`config.mk`:
```
export PLATFORM = sky130hd
export DESIGN_NAME = quad_paddle_input
export DESIGN_NICKNAME = d
export VERILOG_FILES = /design/src/rtl/pong_pkg.sv /design/src/rtl/quad_channel.sv /design/src/rtl/quad_paddle_input.sv
export SDC_FILE = /design/constraint.sdc
export NUM_CORES = 1
export LEC_CHECK = 0
export CAP_MARGIN = 10
export CORE_MARGIN = 8
export CORE_UTILIZATION = 40
export CTS_CLUSTER_SIZE = 24
export DETAILED_ROUTE_END_ITERATION = 16
export PLACE_DENSITY_LB_ADDON = 0.3
export SETUP_SLACK_MARGIN = 0.15
export SLEW_MARGIN = 20
export SYNTH_ARGS = -nofsm -noshare
export SYNTH_HDL_FRONTEND = slang
export SYNTH_SLANG_ARGS = --single-unit
```
`constraint.sdc`:
```
create_clock -name clk32mhz -period 2.9 [get_ports clk32mhz]
set_input_delay 0.58 -clock clk32mhz [delete_from_list [all_inputs] [get_ports clk32mhz]]
set_output_delay 0.58 -clock clk32mhz [all_outputs]
set_load 0.01 [all_outputs]
```
`src/rtl/pong_pkg.sv`:
```
// ---------------------------------------------------------------------------
// pong_pkg
//   Shared definitions for the pong paddle input path.
//   - Gray-code state constants for a quadrature encoder, as {A,B}.
//   - Step encoding produced by the quadrature decoder.
//   - gray_step(): classifies one transition between two {A,B} states.
//   - clog2(): width helper for the debounce counters.
// ---------------------------------------------------------------------------
package pong_pkg;

    // Quadrature states as {A,B}; forward rotation visits them in this order.
    localparam logic [1:0] QS_00 = 2'b00;
    localparam logic [1:0] QS_01 = 2'b01;
    localparam logic [1:0] QS_11 = 2'b11;
    localparam logic [1:0] QS_10 = 2'b10;

    // STEP_ILL marks a double-bit transition, where the direction is unknowable.
    typedef enum logic [1:0] {
        STEP_NONE = 2'b00,
        STEP_UP   = 2'b01,
        STEP_DN   = 2'b10,
        STEP_ILL  = 2'b11
    } step_t;

    // Number of bits needed to hold the values 0 .. value-1 (0 for value <= 1).
    function automatic int clog2(input int value);
        int result;
        result = 0;
        for (int i = 0; i < 31; i++) begin
            if ((1 << i) < value) result = i + 1;
        end
        return result;
    endfunction

    // Full (x4) decode of a single transition prev -> cur.
    function automatic step_t gray_step(input logic [1:0] prev, input logic [1:0] cur);
        step_t result;
        if (prev == cur) begin
            result = STEP_NONE;
        end else if ((prev ^ cur) == 2'b11) begin
            result = STEP_ILL;
        end else begin
            case ({prev, cur})
                {QS_00, QS_01},
                {QS_01, QS_11},
                {QS_11, QS_10},
                {QS_10, QS_00}: result = STEP_UP;
                default:        result = STEP_DN;
            endcase
        end
        return result;
    endfunction

endpackage

```
`src/rtl/quad_channel.sv`:
```
// ---------------------------------------------------------------------------
// quad_channel
//   One quadrature encoder: 2-FF synchroniser, per-bit debounce filter,
//   registered Gray-code decoder and saturating paddle-position counter.
//
//   Build option: define QDEC_X4_EN to count every legal Gray transition;
//   otherwise only entries into state 00 count (10->00 = +1, 01->00 = -1).
//
//   Ports
//     clk32mhz  in   clock
//     reset     in   asynchronous, active-low
//     enc_a     in   encoder phase A (asynchronous pin)
//     enc_b     in   encoder phase B (asynchronous pin)
//     clear     in   synchronous recentre of pos and clear of err
//     pos       out  paddle position, POS_MIN..POS_MAX
//     moved     out  1-cycle pulse when pos changes value
//     dir       out  direction of last accepted step (1 = up)
//     err       out  sticky illegal-transition flag
// ---------------------------------------------------------------------------
module quad_channel
    import pong_pkg::*;
#(
    parameter int POS_W           = 5,
    parameter int POS_MIN         = 0,
    parameter int POS_MAX         = 28,
    parameter int POS_RESET       = 14,
    parameter int DEBOUNCE_CYCLES = 1024
) (
    input  logic             clk32mhz,
    input  logic             reset,
    input  logic             enc_a,
    input  logic             enc_b,
    input  logic             clear,
    output logic [POS_W-1:0] pos,
    output logic             moved,
    output logic             dir,
    output logic             err
);

    localparam int               CNT_W    = (clog2(DEBOUNCE_CYCLES) < 1) ? 1 : clog2(DEBOUNCE_CYCLES);
    localparam logic [CNT_W-1:0] CNT_LAST = CNT_W'(DEBOUNCE_CYCLES - 1);
    localparam logic [POS_W-1:0] MIN_P    = POS_W'(POS_MIN);
    localparam logic [POS_W-1:0] MAX_P    = POS_W'(POS_MAX);
    localparam logic [POS_W-1:0] RESET_P  = POS_W'(POS_RESET);

    // Bit 1 carries phase A, bit 0 phase B throughout, matching QS_* constants.
    logic [1:0]            sync1_q,  sync1_d;
    logic [1:0]            sync2_q,  sync2_d;
    logic [1:0]            stable_q, stable_d;
    logic [1:0][CNT_W-1:0] cnt_q,    cnt_d;
    logic [1:0]            state_q,  state_d;
    logic [POS_W-1:0]      pos_q,    pos_d;
    logic                  moved_q,  moved_d;
    logic                  dir_q,    dir_d;
    logic                  err_q,    err_d;

    step_t raw_step;
    step_t step;

    always_comb begin
        // NOTE: every variable gets a default before any branch so no latch is inferred.
        sync1_d  = {enc_a, enc_b};
        sync2_d  = sync1_q;
        stable_d = stable_q;
        cnt_d    = '0;

        // Debounce: any bounce back to the stable level restarts the count.
        for (int i = 0; i < 2; i++) begin
            if (sync2_q[i] != stable_q[i]) begin
                if (cnt_q[i] == CNT_LAST) begin
                    stable_d[i] = sync2_q[i];
                end else begin
                    cnt_d[i] = cnt_q[i] + 1'b1;
                end
            end
        end

        // Decode compares the debounced level with the last decoded state, so
        // a change in stable_q produces exactly one step one edge later.
        raw_step = gray_step(state_q, stable_q);
`ifdef QDEC_X4_EN
        step = raw_step;
`else
        // x1: gray_step already yields UP for 10->00 and DN for 01->00.
        if (raw_step == STEP_ILL || stable_q == QS_00) begin
            step = raw_step;
        end else begin
            step = STEP_NONE;
        end
`endif

        state_d = stable_q;
        pos_d   = pos_q;
        moved_d = 1'b0;
        dir_d   = dir_q;
        err_d   = err_q;

        case (step)
            STEP_UP: begin
                dir_d = 1'b1;
                if (pos_q < MAX_P) begin
                    pos_d   = pos_q + 1'b1;
                    moved_d = 1'b1;
                end
            end
            STEP_DN: begin
                dir_d = 1'b0;
                if (pos_q > MIN_P) begin
                    pos_d   = pos_q - 1'b1;
                    moved_d = 1'b1;
                end
            end
            STEP_ILL: err_d = 1'b1;
            default:  ;
        endcase

        // Clear drops any step landing this cycle; decoder state still tracks
        // the input so nothing spurious is counted once clear drops.
        if (clear) begin
            pos_d   = RESET_P;
            moved_d = 1'b0;
            dir_d   = dir_q;
            err_d   = 1'b0;
        end
    end

    // NOTE: sequential state uses non-blocking assignments so every flop samples pre-edge values.
    always_ff @(posedge clk32mhz or negedge reset) begin
        if (!reset) begin
            sync1_q  <= QS_00;
            sync2_q  <= QS_00;
            stable_q <= QS_00;
            cnt_q    <= '0;
            state_q  <= QS_00;
            pos_q    <= RESET_P;
            moved_q  <= 1'b0;
            dir_q    <= 1'b0;
            err_q    <= 1'b0;
        end else begin
            sync1_q  <= sync1_d;
            sync2_q  <= sync2_d;
            stable_q <= stable_d;
            cnt_q    <= cnt_d;
            state_q  <= state_d;
            pos_q    <= pos_d;
            moved_q  <= moved_d;
            dir_q    <= dir_d;
            err_q    <= err_d;
        end
    end

    assign pos   = pos_q;
    assign moved = moved_q;
    assign dir   = dir_q;
    assign err   = err_q;

endmodule

```
`src/rtl/quad_paddle_input.sv`:
```
// ---------------------------------------------------------------------------
// quad_paddle_input
//   N-channel quadrature-encoder front end for pong paddle control. Each
//   channel is an independent quad_channel; this level only packs/unpacks the
//   buses and fans out clear.
//
//   Build option: QDEC_X4_EN (x4 counting when defined, x1 otherwise).
//
//   Ports
//     clk32mhz  in   1                31.5 MHz pixel clock
//     reset     in   1                asynchronous, active-low
//     enc_a     in   CHANNELS         encoder phase A pins
//     enc_b     in   CHANNELS         encoder phase B pins
//     clear     in   1                recentre all positions, clear all err
//     pos       out  CHANNELS*POS_W   channel i at [i*POS_W +: POS_W]
//     moved     out  CHANNELS         1-cycle pulse when pos[i] changes
//     dir       out  CHANNELS         last accepted step direction, 1 = up
//     err       out  CHANNELS         sticky illegal-transition flag
// ---------------------------------------------------------------------------
module quad_paddle_input #(
    parameter int CHANNELS        = 2,
    parameter int POS_W           = 5,
    parameter int POS_MIN         = 0,
    parameter int POS_MAX         = 28,
    parameter int POS_RESET       = 14,
    parameter int DEBOUNCE_CYCLES = 1024
) (
    input  logic                      clk32mhz,
    input  logic                      reset,
    input  logic [CHANNELS-1:0]       enc_a,
    input  logic [CHANNELS-1:0]       enc_b,
    input  logic                      clear,
    output logic [CHANNELS*POS_W-1:0] pos,
    output logic [CHANNELS-1:0]       moved,
    output logic [CHANNELS-1:0]       dir,
    output logic [CHANNELS-1:0]       err
);

    for (genvar g = 0; g < CHANNELS; g++) begin : g_chan
        quad_channel #(
            .POS_W           (POS_W),
            .POS_MIN         (POS_MIN),
            .POS_MAX         (POS_MAX),
            .POS_RESET       (POS_RESET),
            .DEBOUNCE_CYCLES (DEBOUNCE_CYCLES)
        ) u_chan (
            .clk32mhz (clk32mhz),
            .reset    (reset),
            .enc_a    (enc_a[g]),
            .enc_b    (enc_b[g]),
            .clear    (clear),
            .pos      (pos[g*POS_W +: POS_W]),
            .moved    (moved[g]),
            .dir      (dir[g]),
            .err      (err[g])
        );
    end

endmodule
```
==> out/qor.txt <==
Crit-path cells: nor2_1 > o21ai_0 > and2_1 > inv_1 > ha_1 > inv_1 > fa_1 > nand2b_1 > a2111oi_4 > a211oi_1 > a211oi_1
Tcrit/Tclk final: 86.35%
Core Box Area: 8721 um2
CP top delay family: compound AO/OA/AOI/OAI gates
Worst slew margin: 54.37%
Nets: 406
Detailed Place HPWL: 4574 um
I/O Pins: 23
Starting DRT DRC Count: 62
Die area: 12270 um2
GRT overflow: 0
Root buf cell: clkbuf_8
Final clock skew: 0.007497 ns
Routed via count: 2542
First-pass GRT wire length: 11210 um
Bufs on Longest Clock Path: 2
Clock slew at reported path FFs: 0.07 ns
Post-route insts no fill: 496
Syn_nets: 378
Area share of the largest cell type after synthesis: 45.96%
Number of CTS-inserted buffers: 9
Port buffer count: 22
DRC violations left: 0
Critical path peak fanout: 7
Die height: 110.8 um
Routed WL per cell: 12.70 um
Register area share after synthesis: 50.35%
Site Rows: 34
Routed Antenna Nets: 0
RSZ-0062 raised after global routing: false
Vias in the first global route: 2510
DRT Wirelength: 6297 um
Yosys warning count: 0
Post-layout util: 47.53%
Seq cells post-synth: 72
Post-synth top area cell: dfrtp_1
Final Hold Viols: 0
Initial antenna violation count: 0
Setup TNS Final: 0 ns
Die X: 110.8 um
Area added between synthesis and finish: 15.36%
Share of layout cells above drive strength 1: 10.05%
Cts hold-fix bufs: 0
Element type at the critical path start: register
Status: completed
Max incr delay on CP: 0.46 ns
Inst Count DP: 480
Period minus WS final: 2.504 ns
Mapped cell area: 3593 um2
First drt pass iteration count: 4
WS Path Type: register to register
Worst Hold Slack: 0.2785 ns
Max_cap viols: 0
Slew @ Worst Pin: 0.6844 ns
Worst endpoint data arrival time: 2.75 ns
Initial Utilization: 41.21%
Slowest CP cell: dfrtp_1
Final GP Congestion: 0.8204
Worst skew pair latency: 0.34 ns
Peak VDD IR: 0.2518 mV
GRT Util Overall: 10.77%
Static leakage: 0.001812 uW
Cells after Synth: 355
Post-Syn Area per Cell: 10.12 um2
Fin. max-slew vios: 0
CTS sink cnt: 72
FILL cells: 798
Critical Path Sink Type: register
Buffers & Inverters on Critical Path: 2
CTS tree: yes
FMAX: 399.4 MHz
Critical Path RT: 3.15 ns
Yosys cell types: 41
Post-CTS Repair Setup Buffers: 0
Commonest non-fill, non-tap cell in the layout: dfrtp_1
Most frequent cells in the layout: dfrtp_1 (66), nor2_1 (53), xor2_1 (24)
Pin count of the biggest net entering global routing: 33
Synth area leaders: dfrtp_1 (46%), xor2_1 (5.8%), nor2_1 (5.5%)
Htree depth: 3
Power Dens Cells: 462.2 nW/um2
N_diodes: 0
HP Class: input port to async pin
DR vias/cell: 5.125
Setup violations, final: 0
[metrics by stage]
stage	worst slack (ns)	instance area, um2	power (uW)
2_1_floorplan	0.3333	3593	1096
3_3_place_gp	0.3377	3920	1138
3_5_place_dp	0.1498	3920	1140
4_1_cts	0.2441	4128	1950
5_1_grt	0.1705	4145	2012
6_report	0.3959	4145	1916
[synthesized netlist by cell type]
| master | instances |
|---|---|
| and4_2 | 1 |
| inv_1 | 19 |
| or4b_1 | 1 |
| ha_1 | 14 |
| a2111o_1 | 1 |
| a21oi_1 | 18 |
| xnor2_1 | 16 |
| mux2_2 | 3 |
| fa_1 | 2 |
| buf_4 | 6 |
| and3_1 | 5 |
| a211oi_1 | 4 |
| clkbuf_1 | 3 |
| a311oi_1 | 2 |
| and2_1 | 4 |
| and4_1 | 4 |
| or3_1 | 2 |
| or2b_2 | 1 |
| nand3_1 | 13 |
| nor2_1 | 53 |
| nor3_1 | 11 |
| buf_2 | 1 |
| o21ai_0 | 16 |
| or2_2 | 3 |
| nand3_2 | 1 |
| a2111oi_0 | 2 |
| nand3b_1 | 1 |
| nand4_1 | 12 |
| xor2_1 | 24 |
| nand2_1 | 18 |
| o21a_1 | 1 |
| o211ai_1 | 6 |
| mux2_1 | 1 |
| dfrtp_1 | 66 |
| a41o_1 | 2 |
| nand2b_1 | 3 |
| o2111ai_1 | 1 |
| a21o_1 | 5 |
| or4_4 | 1 |
| o31ai_1 | 2 |
| dfstp_2 | 6 |
[sequential cells by signal (all words and copies together) (netlist names)]
signal                  count
g_chan.u_chan.cnt_q        40
g_chan.u_chan.pos          10
g_chan.u_chan.stable_q      4
g_chan.u_chan.state_q       4
g_chan.u_chan.sync1_q       4
g_chan.u_chan.sync2_q       4
g_chan.u_chan.dir           2
g_chan.u_chan.err           2
g_chan.u_chan.moved         2
[cell families after synthesis]
group / after synthesis / synth area share (%)
AO/OA/AOI/OAI: 60 / 10.59
XOR/XNOR: 40 / 9.749
adder cells (fa/ha/maj): 16 / 5.989
buffers and inverters: 29 / 3.691
flip-flops: 72 / 50.35
multiplexers: 4 / 1.253
AND/OR/NAND/NOR: 134 / 18.38
[where the power goes]
part           leakage (uW)  switching (uW)  internal [uW]  total (uW)
sequential         0.000952            16.1           1020        1040
combinational      0.000759            48.0           29.0        77.0
clock              0.000101             357            441         798
total               0.00181             422           1490        1920
[worst reg2reg max path: cells and delay by family, from the launching register on]
family                     cells  cell delay [ns]
AOI/OAI and AO/OA              4             0.73
adders and majority gates      2             0.54
buffers and inverters          2             0.12
DFF                            1             0.46
and+or+nand+nor                3             0.57
[area by class of cell]
cell class / count / area, um2 / share of cell area (%)
Inverter: 19 / 71.32 / 1.720
Tap cell: 108 / 135.1 / 3.260
Timing Repair Buffer: 27 / 252.7 / 6.097
Sequential cell: 72 / 1809 / 43.65
Multi-Input combinational cell: 254 / 1670 / 40.30
Clock buffer: 11 / 151.4 / 3.652
Clock inverter: 5 / 55.05 / 1.328
[path summary, 6_finish.rpt]
check                                             start  cells after the start                          end  slack, ns
max                        g_chan[0].u_chan.stable_q[0]                     11      g_chan[0].u_chan.pos[4]       0.40
min                                               reset                      1   g_chan[1].u_chan.cnt_q[12]       0.28
max reg2reg                g_chan[0].u_chan.stable_q[0]                     11      g_chan[0].u_chan.pos[4]       0.40
min reg2reg                 g_chan[0].u_chan.sync1_q[0]                      0  g_chan[0].u_chan.sync2_q[0]       0.35
max in group asynchronous                         reset                      2      g_chan[0].u_chan.pos[1]       1.82
min in group clk32mhz       g_chan[0].u_chan.sync1_q[0]                      0  g_chan[0].u_chan.sync2_q[0]       0.35
[what timing repair did]
action	in CTS	in global routing
cloned	0	0
endpoints found under the setup margin	1	1
resized for setup	1	2
[metal layers]
layer	vias up	share of wire (%)	GRT usage, %	wire, um
met5	-	0	0	0
met4	0	1.9	5.586	119
met3	8	3.5	2.922	223
met2	40	45	17.05	2864
met1	1204	49	13.08	3089
li1	1290	-	-	-
No activity file was read; power rests on OpenSTA's default activity.
